$ cat src/rtl/mem_port_arbiter_if.sv
// mem_port_arbiter_if
//   Bundles the CPU instruction port, CPU data port and the shared downstream
//   memory port handled by mem_port_arbiter.
//   inst_* : fetch request (read, addr) / completion (resp, rdata)
//   data_* : load/store request (read, write, mbe, addr, wdata) / completion (resp, rdata)
//   mem_*  : shared memory strobes (read, write, mbe, addr, wdata) / completion (resp, rdata)
//   Modports: slave  - the arbiter (consumes CPU requests, drives mem_*)
//             master - the CPU/memory environment around the arbiter
interface mem_port_arbiter_if #(
  parameter int ADDR_W = 32,
  parameter int DATA_W = 32
);
  logic                  inst_read;
  logic [ADDR_W-1:0]     inst_addr;
  logic                  inst_resp;
  logic [DATA_W-1:0]     inst_rdata;

  logic                  data_read;
  logic                  data_write;
  logic [DATA_W/8-1:0]   data_mbe;
  logic [ADDR_W-1:0]     data_addr;
  logic [DATA_W-1:0]     data_wdata;
  logic                  data_resp;
  logic [DATA_W-1:0]     data_rdata;

  logic                  mem_read;
  logic                  mem_write;
  logic [DATA_W/8-1:0]   mem_mbe;
  logic [ADDR_W-1:0]     mem_addr;
  logic [DATA_W-1:0]     mem_wdata;
  logic                  mem_resp;
  logic [DATA_W-1:0]     mem_rdata;

  modport slave (
    input  inst_read, inst_addr,
    output inst_resp, inst_rdata,
    input  data_read, data_write, data_mbe, data_addr, data_wdata,
    output data_resp, data_rdata,
    output mem_read, mem_write, mem_mbe, mem_addr, mem_wdata,
    input  mem_resp, mem_rdata
  );

  modport master (
    output inst_read, inst_addr,
    input  inst_resp, inst_rdata,
    output data_read, data_write, data_mbe, data_addr, data_wdata,
    input  data_resp, data_rdata,
    input  mem_read, mem_write, mem_mbe, mem_addr, mem_wdata,
    output mem_resp, mem_rdata
  );
endinterface

$ cat src/rtl/mem_port_arbiter.sv
// mem_port_arbiter
//   Shares one word-wide memory port between the CPU instruction port and the
//   CPU data port. A granted request is latched for the whole transaction, the
//   downstream completion is routed back to the granted requester only, and one
//   IDLE cycle follows every response so a request still held during its resp
//   cycle is not issued twice.
// Ports
//   clk  : clock, rising edge
//   rst  : synchronous active-high reset
//   bus  : mem_port_arbiter_if.slave (inst_*, data_*, mem_* signals)
// Build option
//   ARB_ROUND_ROBIN_EN : when defined, simultaneous requests alternate using
//                        last_grant; otherwise data has fixed priority.
module mem_port_arbiter #(
  parameter int ADDR_W = 32,
  parameter int DATA_W = 32
) (
  input  logic              clk,
  input  logic              rst,
  mem_port_arbiter_if.slave bus
);
  localparam int MBE_W = DATA_W / 8;

  typedef enum logic [1:0] {IDLE, SERVE_I, SERVE_D} state_e;
  typedef enum logic {GRANT_INST, GRANT_DATA} grant_e;

  state_e              state_q, state_d;
  grant_e              last_grant_q, last_grant_d;
  logic                rd_q, rd_d;
  logic                wr_q, wr_d;
  logic [MBE_W-1:0]    mbe_q, mbe_d;
  logic [ADDR_W-1:0]   addr_q, addr_d;
  logic [DATA_W-1:0]   wdata_q, wdata_d;

  logic inst_req;
  logic data_req;
  logic pick_data;

  always_comb begin
    state_d      = state_q;
    last_grant_d = last_grant_q;
    rd_d         = rd_q;
    wr_d         = wr_q;
    mbe_d        = mbe_q;
    addr_d       = addr_q;
    wdata_d      = wdata_q;

    inst_req = bus.inst_read;
    data_req = bus.data_read | bus.data_write;
`ifdef ARB_ROUND_ROBIN_EN
    // Contended: serve whoever did not win last time; uncontended: serve at once.
    pick_data = data_req & (~inst_req | (last_grant_q == GRANT_INST));
`else
    pick_data = data_req;
`endif

    unique case (state_q)
      IDLE: begin
        if (pick_data) begin
          state_d      = SERVE_D;
          last_grant_d = GRANT_DATA;
          // Read+write together is taken as a write.
          rd_d         = bus.data_read & ~bus.data_write;
          wr_d         = bus.data_write;
          mbe_d        = bus.data_mbe;
          addr_d       = bus.data_addr;
          wdata_d      = bus.data_wdata;
        end else if (inst_req) begin
          state_d      = SERVE_I;
          last_grant_d = GRANT_INST;
          rd_d         = 1'b1;
          wr_d         = 1'b0;
          mbe_d        = '1;
          addr_d       = bus.inst_addr;
          wdata_d      = '0;
        end
      end
      SERVE_I, SERVE_D: begin
        // Completes even if the requester dropped its request meanwhile.
        if (bus.mem_resp) begin
          state_d = IDLE;
          rd_d    = 1'b0;
          wr_d    = 1'b0;
          mbe_d   = '0;
          addr_d  = '0;
          wdata_d = '0;
        end
      end
      default: state_d = IDLE;
    endcase
  end

  always_ff @(posedge clk) begin
    if (rst) begin
      state_q      <= IDLE;
      last_grant_q <= GRANT_INST;
      rd_q         <= 1'b0;
      wr_q         <= 1'b0;
      mbe_q        <= '0;
      addr_q       <= '0;
      wdata_q      <= '0;
    end else begin
      state_q      <= state_d;
      last_grant_q <= last_grant_d;
      rd_q         <= rd_d;
      wr_q         <= wr_d;
      mbe_q        <= mbe_d;
      addr_q       <= addr_d;
      wdata_q      <= wdata_d;
    end
  end

  assign bus.mem_read   = rd_q;
  assign bus.mem_write  = wr_q;
  assign bus.mem_mbe    = mbe_q;
  assign bus.mem_addr   = addr_q;
  assign bus.mem_wdata  = wdata_q;

  assign bus.inst_resp  = (state_q == SERVE_I) & bus.mem_resp;
  assign bus.data_resp  = (state_q == SERVE_D) & bus.mem_resp;
  assign bus.inst_rdata = bus.mem_rdata;
  assign bus.data_rdata = bus.mem_rdata;
endmodule

$ cat src/flat_wrapper.sv
// flat-port wrapper written by rule: the top's interface ports become plain ports
module mem_port_arbiter_flat 
#(
  parameter int ADDR_W = 32,
  parameter int DATA_W = 32
)
  (clk, rst, bus_inst_read, bus_inst_addr, bus_inst_resp, bus_inst_rdata, bus_data_read, bus_data_write, bus_data_mbe, bus_data_addr, bus_data_wdata, bus_data_resp, bus_data_rdata, bus_mem_read, bus_mem_write, bus_mem_mbe, bus_mem_addr, bus_mem_wdata, bus_mem_resp, bus_mem_rdata);
  mem_port_arbiter_if #(.ADDR_W(ADDR_W), .DATA_W(DATA_W)) bus_i ();
  input  logic clk;
  input  logic rst;
  input wire logic [$bits(bus_i.inst_read)-1:0] bus_inst_read;
  input wire logic [$bits(bus_i.inst_addr)-1:0] bus_inst_addr;
  output wire logic [$bits(bus_i.inst_resp)-1:0] bus_inst_resp;
  output wire logic [$bits(bus_i.inst_rdata)-1:0] bus_inst_rdata;
  input wire logic [$bits(bus_i.data_read)-1:0] bus_data_read;
  input wire logic [$bits(bus_i.data_write)-1:0] bus_data_write;
  input wire logic [$bits(bus_i.data_mbe)-1:0] bus_data_mbe;
  input wire logic [$bits(bus_i.data_addr)-1:0] bus_data_addr;
  input wire logic [$bits(bus_i.data_wdata)-1:0] bus_data_wdata;
  output wire logic [$bits(bus_i.data_resp)-1:0] bus_data_resp;
  output wire logic [$bits(bus_i.data_rdata)-1:0] bus_data_rdata;
  output wire logic [$bits(bus_i.mem_read)-1:0] bus_mem_read;
  output wire logic [$bits(bus_i.mem_write)-1:0] bus_mem_write;
  output wire logic [$bits(bus_i.mem_mbe)-1:0] bus_mem_mbe;
  output wire logic [$bits(bus_i.mem_addr)-1:0] bus_mem_addr;
  output wire logic [$bits(bus_i.mem_wdata)-1:0] bus_mem_wdata;
  input wire logic [$bits(bus_i.mem_resp)-1:0] bus_mem_resp;
  input wire logic [$bits(bus_i.mem_rdata)-1:0] bus_mem_rdata;
  assign bus_i.inst_read = bus_inst_read;
  assign bus_i.inst_addr = bus_inst_addr;
  assign bus_inst_resp = bus_i.inst_resp;
  assign bus_inst_rdata = bus_i.inst_rdata;
  assign bus_i.data_read = bus_data_read;
  assign bus_i.data_write = bus_data_write;
  assign bus_i.data_mbe = bus_data_mbe;
  assign bus_i.data_addr = bus_data_addr;
  assign bus_i.data_wdata = bus_data_wdata;
  assign bus_data_resp = bus_i.data_resp;
  assign bus_data_rdata = bus_i.data_rdata;
  assign bus_mem_read = bus_i.mem_read;
  assign bus_mem_write = bus_i.mem_write;
  assign bus_mem_mbe = bus_i.mem_mbe;
  assign bus_mem_addr = bus_i.mem_addr;
  assign bus_mem_wdata = bus_i.mem_wdata;
  assign bus_i.mem_resp = bus_mem_resp;
  assign bus_i.mem_rdata = bus_mem_rdata;
  mem_port_arbiter #(.ADDR_W(ADDR_W), .DATA_W(DATA_W)) u_core (.clk(clk), .rst(rst), .bus(bus_i));
endmodule
$ cat config.mk
export PLATFORM = sky130hd
export DESIGN_NAME = mem_port_arbiter_flat
export DESIGN_NICKNAME = d
export VERILOG_FILES = /design/src/rtl/mem_port_arbiter_if.sv /design/src/rtl/mem_port_arbiter.sv /design/src/flat_wrapper.sv
export SDC_FILE = /design/constraint.sdc
export NUM_CORES = 1
export LEC_CHECK = 0
export ABC_AREA = 1
export BUFFER_PORTS_ARGS = -buffer_cell sky130_fd_sc_hd__buf_2
export CAP_MARGIN = 20
export CORE_MARGIN = 2
export CORE_UTILIZATION = 39
export DETAILED_ROUTE_END_ITERATION = 7
export GPL_ROUTABILITY_DRIVEN = 1
export PLACE_DENSITY_LB_ADDON = 0.15
export SLEW_MARGIN = 10
export SYNTH_ARGS = -nofsm -noshare
export SYNTH_HDL_FRONTEND = slang
export SYNTH_SLANG_ARGS = --single-unit
$ cat constraint.sdc
create_clock -name clk -period 1.5 [get_ports clk]
set_input_delay 0.15 -clock clk [delete_from_list [all_inputs] [get_ports clk]]
set_output_delay 0.15 -clock clk [all_outputs]
set_load 0.005 [all_outputs]
=== Word-level counts from Yosys, hierarchy flattened ===
Index checks and enable logic that the tools add are counted.

* Multiplexer cells: 22
* Eq/ne operators: 4
* Bitwise logic cells: 5
* Reductions and logical operators: 5

{| class="wikitable"
|+ Operators by type and width
! kind !! number
|-
| 32-bit two-way mux || 5
|-
| 32-bit one-hot mux with 2 select lines || 2
|-
| 4-bit two-way mux || 3
|-
| 4-bit one-hot mux with 2 select lines || 1
|-
| 2-bit two-way mux || 3
|-
| 1-bit two-way mux || 5
|-
| 1-bit one-hot mux with 2 select lines || 2
|-
| 2-bit one-hot mux with 2 select lines || 1
|-
| 1-bit bitwise AND || 3
|-
| 3-bit by 2-bit inequality test with 1-bit output (second input constant) || 1
|-
| 3-bit AND reduction || 1
|-
| 2-bit by 1-bit == test with 1-bit output (second input constant) || 1
|-
| 2-bit == test (second input constant) || 1
|-
| 2-bit zero test || 1
|-
| 2-bit inequality test (second input constant) || 1
|-
| 2-bit AND reduction || 1
|-
| 2-bit nonzero test || 1
|-
| 2-bit OR reduction || 1
|-
| 1-bit inverter || 1
|-
| 1-bit bitwise OR || 1
|}

* Flip-flop bits (word level): 72
* Output and inout port bits: 136
* Input bits: 138
* Word-level logic and storage cells: 42

=== Logic depth before layout (Yosys ltp) ===
* Depth after elaboration: 4
* Mapped depth: 10
* Gate-level depth less buffers: 8

=== Worst setup path before layout ===
Ideal clock, no wire load.

* Kind: register to register
* Start point: register u_core.state_q[1]
* End point: register u_core.addr_q[10], in the netlist u_core.bus.mem_addr[10]
* Required time: 1387 ps
* Data arrival time: 1480 ps
* Clock period less this slack: 1592 ps
* Path buffers: 2
* Library setup time: 113 ps
* Cell stages (with the launch flop): 10
* Setup slack: -92 ps
* Path through: dfxtp_1 > inv_1 > ha_1 > inv_2 > nand2_1 > nand3_2 > buf_4 > buf_2 > nor2_1 > nor2_1

* Word-level cells in the longest chain between the ends: 4
* Elaborated cells on any way between the ends: 9
* Those cells by class: eq/ne: 4; mux: 1; reduce/logical: 4

{| class="wikitable"
|+ RTL lines
! what !! RTL line !! text
|-
| from (decl) || mem_port_arbiter.sv:27 || <nowiki>state_e state_q, state_d;</nowiki>
|-
| from (signal assigned) || mem_port_arbiter.sv:103 || <nowiki>state_q <= state_d;</nowiki>
|-
| 2-bit == test or 2-bit by 1-bit == test with 1-bit output (tied branches) || mem_port_arbiter.sv:57 || <nowiki>unique case (state_q)</nowiki>
|-
| 2-bit OR reduction || mem_port_arbiter.sv:57 ||
|-
| 2-bit inequality test (no source line) or 2-bit nonzero test (tied branches) || -- ||
|-
| 3-bit AND reduction (no source line) || -- ||
|-
| to (signal assigned) || mem_port_arbiter.sv:108 || <nowiki>addr_q <= addr_d;</nowiki>
|-
| to (decl) || mem_port_arbiter.sv:32 || <nowiki>logic [ADDR_W-1:0] addr_q, addr_d;</nowiki>
|}

Several ways; a longest one is shown, not always the timed one.
A chain may end at the register's enable or synchronous reset.

=== Worst setup path in the final report ===
* Start point: register u_core.state_q[0]
* End point: register u_core.wdata_q[19], in the netlist u_core.bus.mem_wdata[19]

* Word-level cells in the longest chain between the ends: 4
* Elaborated cells on any way between the ends: 9
* Those cells by class: eq/ne: 4; mux: 1; reduce/logical: 4

{| class="wikitable"
|+ RTL lines
! what !! RTL line !! text
|-
| 2-bit == test or 2-bit by 1-bit == test with 1-bit output (tied branches) || mem_port_arbiter.sv:57 ||
|-
| 2-bit OR reduction || mem_port_arbiter.sv:57 ||
|-
| 2-bit inequality test (no source line) or 2-bit nonzero test (tied branches) || -- ||
|-
| 3-bit AND reduction (no source line) || -- ||
|-
| to (signal assigned) || mem_port_arbiter.sv:109 || <nowiki>wdata_q <= wdata_d;</nowiki>
|-
| to (decl) || mem_port_arbiter.sv:33 || <nowiki>logic [DATA_W-1:0] wdata_q, wdata_d;</nowiki>
|}

Several ways; a longest one is shown, not always the timed one.

==> run summary <==
LOGIC SYNTHESIS
-------------------------------------------------------------------------------------
Synth area leaders                                                       sky130_fd_sc_hd__dfxtp_1 (34%), sky130_fd_sc_hd__nor2_1 (22%), sky130_fd_sc_hd__nand2_1 (13%)
Count of warnings emitted by yosys                                                  0
Post-synthesis sequential element count                                            72
Post-synthesis instance total                                                     720
Post-Synthesis Cell Area                                                    4244 um^2
Number of nets in the synthesized netlist                                         861
Share of Yosys cell area claimed by the top area cell type                     33.96%
Mean instance size in the synthesized netlist                              5.895 um^2
Biggest area consumer among synthesized cells                            sky130_fd_sc_hd__dfxtp_1
Part of the Yosys area used for sequential elements                            33.96%
Distinct cells, synth                                                              16

STA
-------------------------------------------------------------------------------------
Worst max-slew margin expressed relative to the limit                          80.53%
Setup TNS after final layout                                               -0.2074 ns
Endpoints failing hold                                                              0
Number of failing setup endpoints in the final timing report                       19
Worst Skew                                                                 0.01034 ns
Slew Limit Fails                                                                    0
Final worst slack                                                         -0.03193 ns
Final critical delay including setup and external delays                     1.532 ns
Transition time of the tightest slew-check pin                              0.2916 ns
Achievable clock frequency                                                  652.8 MHz
Tcrit/Tclk final                                                               102.1%
Setup repair after global routing missed its margin                               yes

DETAILED ROUTING
-------------------------------------------------------------------------------------
Detailed Route Iter0 Violations                                                   187
Residual DRC                                                                        0
Total length of routed wires                                                 11510 um
Vias per cell                                                                   4.314
Vias                                                                             4267
Average wire per cell in the routed design                                   11.64 um
Number of detailed-routing iterations run before antenna repair                     6
Remaining antenna violation count after routing                                     0

GLOBAL ROUTE
-------------------------------------------------------------------------------------
Largest net degree at the start of global routing                                  47
Overflow left after global routing                                                  0
Initial antenna violation count                                                     0
Total Routing Usage GR                                                         18.37%
Number of global-route vias before repair                                        3752
First-pass GRT wire length                                                   17030 um

DIE
-------------------------------------------------------------------------------------
Starting Density                                                               39.50%
Die Span X                                                                   108.3 um
Chip height                                                                  108.3 um
# IOs                                                                             274
Std-Cell Rows                                                                      38
Total Die Area                                                             11730 um^2
Core box area                                                              10750 um^2

POWER AND IR DROP
-------------------------------------------------------------------------------------
Power density cells                                                      1618 nW/um^2
LEAKAGE                                                                   0.003189 uW
Worst vdd ir                                                                0.8597 mV

CLOCK NETWORK
-------------------------------------------------------------------------------------
Maximum level of the CTS H-tree                                                     3
CTS tree                                                                         done
Maximum buffer depth of the clock tree                                              2
Buffer cell driving the clock tree root                                  sky130_fd_sc_hd__clkbuf_8
Number of sinks handled by clock tree synthesis                                    72
Source-to-sink clock delay at the later pin of the worst-skew pair            0.35 ns
Clock buffer count from CTS                                                         9
Clock Pin Slew Worst Setup and Hold Paths                                     0.08 ns

WORST SETUP PATH
-------------------------------------------------------------------------------------
Critical-path maximum fanout                                                        7
Category of the worst setup path capture point                                   flop
Register-to-register setup slack                                             -0.03 ns
CP arrival                                                                    1.81 ns
FF-to-FF path depth                                                                10
Worst path required time                                                      1.78 ns
Reg-to-Reg End                                                           u_core.bus.mem_wdata[19]
WS Path Type                                                               reg -> reg
CP Capture Point                                                         u_core.bus.mem_wdata[19]
Worst flop-to-flop path startpoint                                       u_core.state_q[0]
Type of element launching the critical path                                      flop
Start point of the critical path                                         u_core.state_q[0]

PLACEMENT
-------------------------------------------------------------------------------------
DP HPWL                                                                       7388 um
Post-detailed-placement cell area                                           4877 um^2
Buffers added on ports                                                            177
Placer congestion estimate                                                     0.8009

CELLS AND AREA
-------------------------------------------------------------------------------------
Utilization after layout                                                       52.71%
Fraction of layout instances using a drive strength above 1                    34.16%
Post-layout nets                                                                  985
Diodes inserted                                                                     0
Commonest cells after routing, fill and taps aside                       sky130_fd_sc_hd__nor2_1 (209), sky130_fd_sc_hd__buf_2 (177), sky130_fd_sc_hd__nand2_1 (131)
Most frequent standard cell in the layout excluding fill and tap cells   sky130_fd_sc_hd__nor2_1
Growth of design area from synthesis to finish                                 33.46%
Total non-filler cell area in the finished layout                           5664 um^2

RUN STATUS
-------------------------------------------------------------------------------------
Run status                                                               complete, but fails checks
Violations in the final reports                                          setup timing

MIN PATH
-------------------------------------------------------------------------------------
Worst Min Path Start                                                     bus_data_wdata[3]
Hold crit path type                                                         in -> reg
Number of cells on the worst hold path                                              5

RUN
-------------------------------------------------------------------------------------
Number of maximum-capacitance violations                                            0

worst min path at each step:
stage	slack, ns	endpoint
final	0.14	u_core.bus.mem_wdata[3]
after global routing	0.15	u_core.bus.mem_wdata[16]
after CTS	0.12	u_core.bus.mem_wdata[9]
after detailed placement	0.30	bus_data_rdata[10]
after global placement	0.30	bus_data_rdata[10]
after floorplan	0.22	u_core.state_q[1]
stage by stage:
stage | power (uW) | cells | hold slack (ns) | setup WS (ns)
2_1_floorplan | 5042 | 720 | 0.2191 | -0.007023
3_3_place_gp | 6007 | 956 | 0.3001 | 0.03185
3_5_place_dp | 6081 | 956 | 0.3001 | -0.03797
4_1_cts | 8550 | 981 | 0.1206 | -0.005022
5_1_grt | 9912 | 989 | 0.1501 | -0.09874
6_report | 9166 | 989 | 0.1391 | -0.03193
registers in the layout, summed over array words and instances (netlist names):
name                  flops
u_core.state_q            2
u_core.bus.mem_wdata     32
u_core.bus.mem_read       1
u_core.bus.mem_mbe        4
u_core.bus.mem_addr      32
u_core.bus.mem_write      1
cell families after synthesis:
family	share of synthesized area, %
AOI/OAI and AO/OA	4.127
adders and majority gates	0.8845
buffers and inverters	25.56
DFF	33.96
and+or+nand+nor	35.47
cell usage after synthesis (all sizes together):
master  number
clkbuf      12
buf         87
nor2       245
nand2      149
o21ai       33
nand3        3
nand4        1
a21oi        2
ha           3
dfxtp       72
inv        113
final cells by class:
type | count | area, um^2
Clock buffer | 12 | 165.2
Clock inverter | 4 | 98.84
Fill cell | 1120 | 5081
Inverter | 113 | 426.7
Multi-Input combinational cell | 436 | 1953
Sequential cell | 72 | 1444
Tap cell | 140 | 175.2
Timing Repair Buffer | 212 | 1401
per-layer routing:
layer  up-vias  track usage [%]  part of all wire (%)
met2       162            30.77                    45
met5         -                0                     0
li1       2248                -                     -
met3        11            6.329                   8.6
met1      1846            21.40                    45
met4         0            7.601                   1.4
critical path, cell delays in order, from the launching register on:
cell and delay, ns:
sky130_fd_sc_hd__dfxtp_2 0.34, sky130_fd_sc_hd__inv_2 0.05, sky130_fd_sc_hd__ha_4 0.29, sky130_fd_sc_hd__inv_4 0.05, sky130_fd_sc_hd__nand2_4 0.06, sky130_fd_sc_hd__nand3_4 0.13
sky130_fd_sc_hd__buf_12 0.19, sky130_fd_sc_hd__buf_12 0.14, sky130_fd_sc_hd__nand2_2 0.06, sky130_fd_sc_hd__nand2_2 0.05, sky130_fd_sc_hd__nor2_2 0.11
repair_timing:
item,CTS,global route
resized for setup,14,65
gates cloned,3,7
pin swaps,4,10
hold buffers,1,0
endpoints found under the hold margin,1,0
setup endpoints to repair,70,68
buffers inserted,5,2
report_power, final:
part	total (uW)	internal, uW	switching (uW)
logic	4450	2070	2370
registers	2740	2470	266
clock network	1980	1240	738
Power figures use the tool's default switching activity.
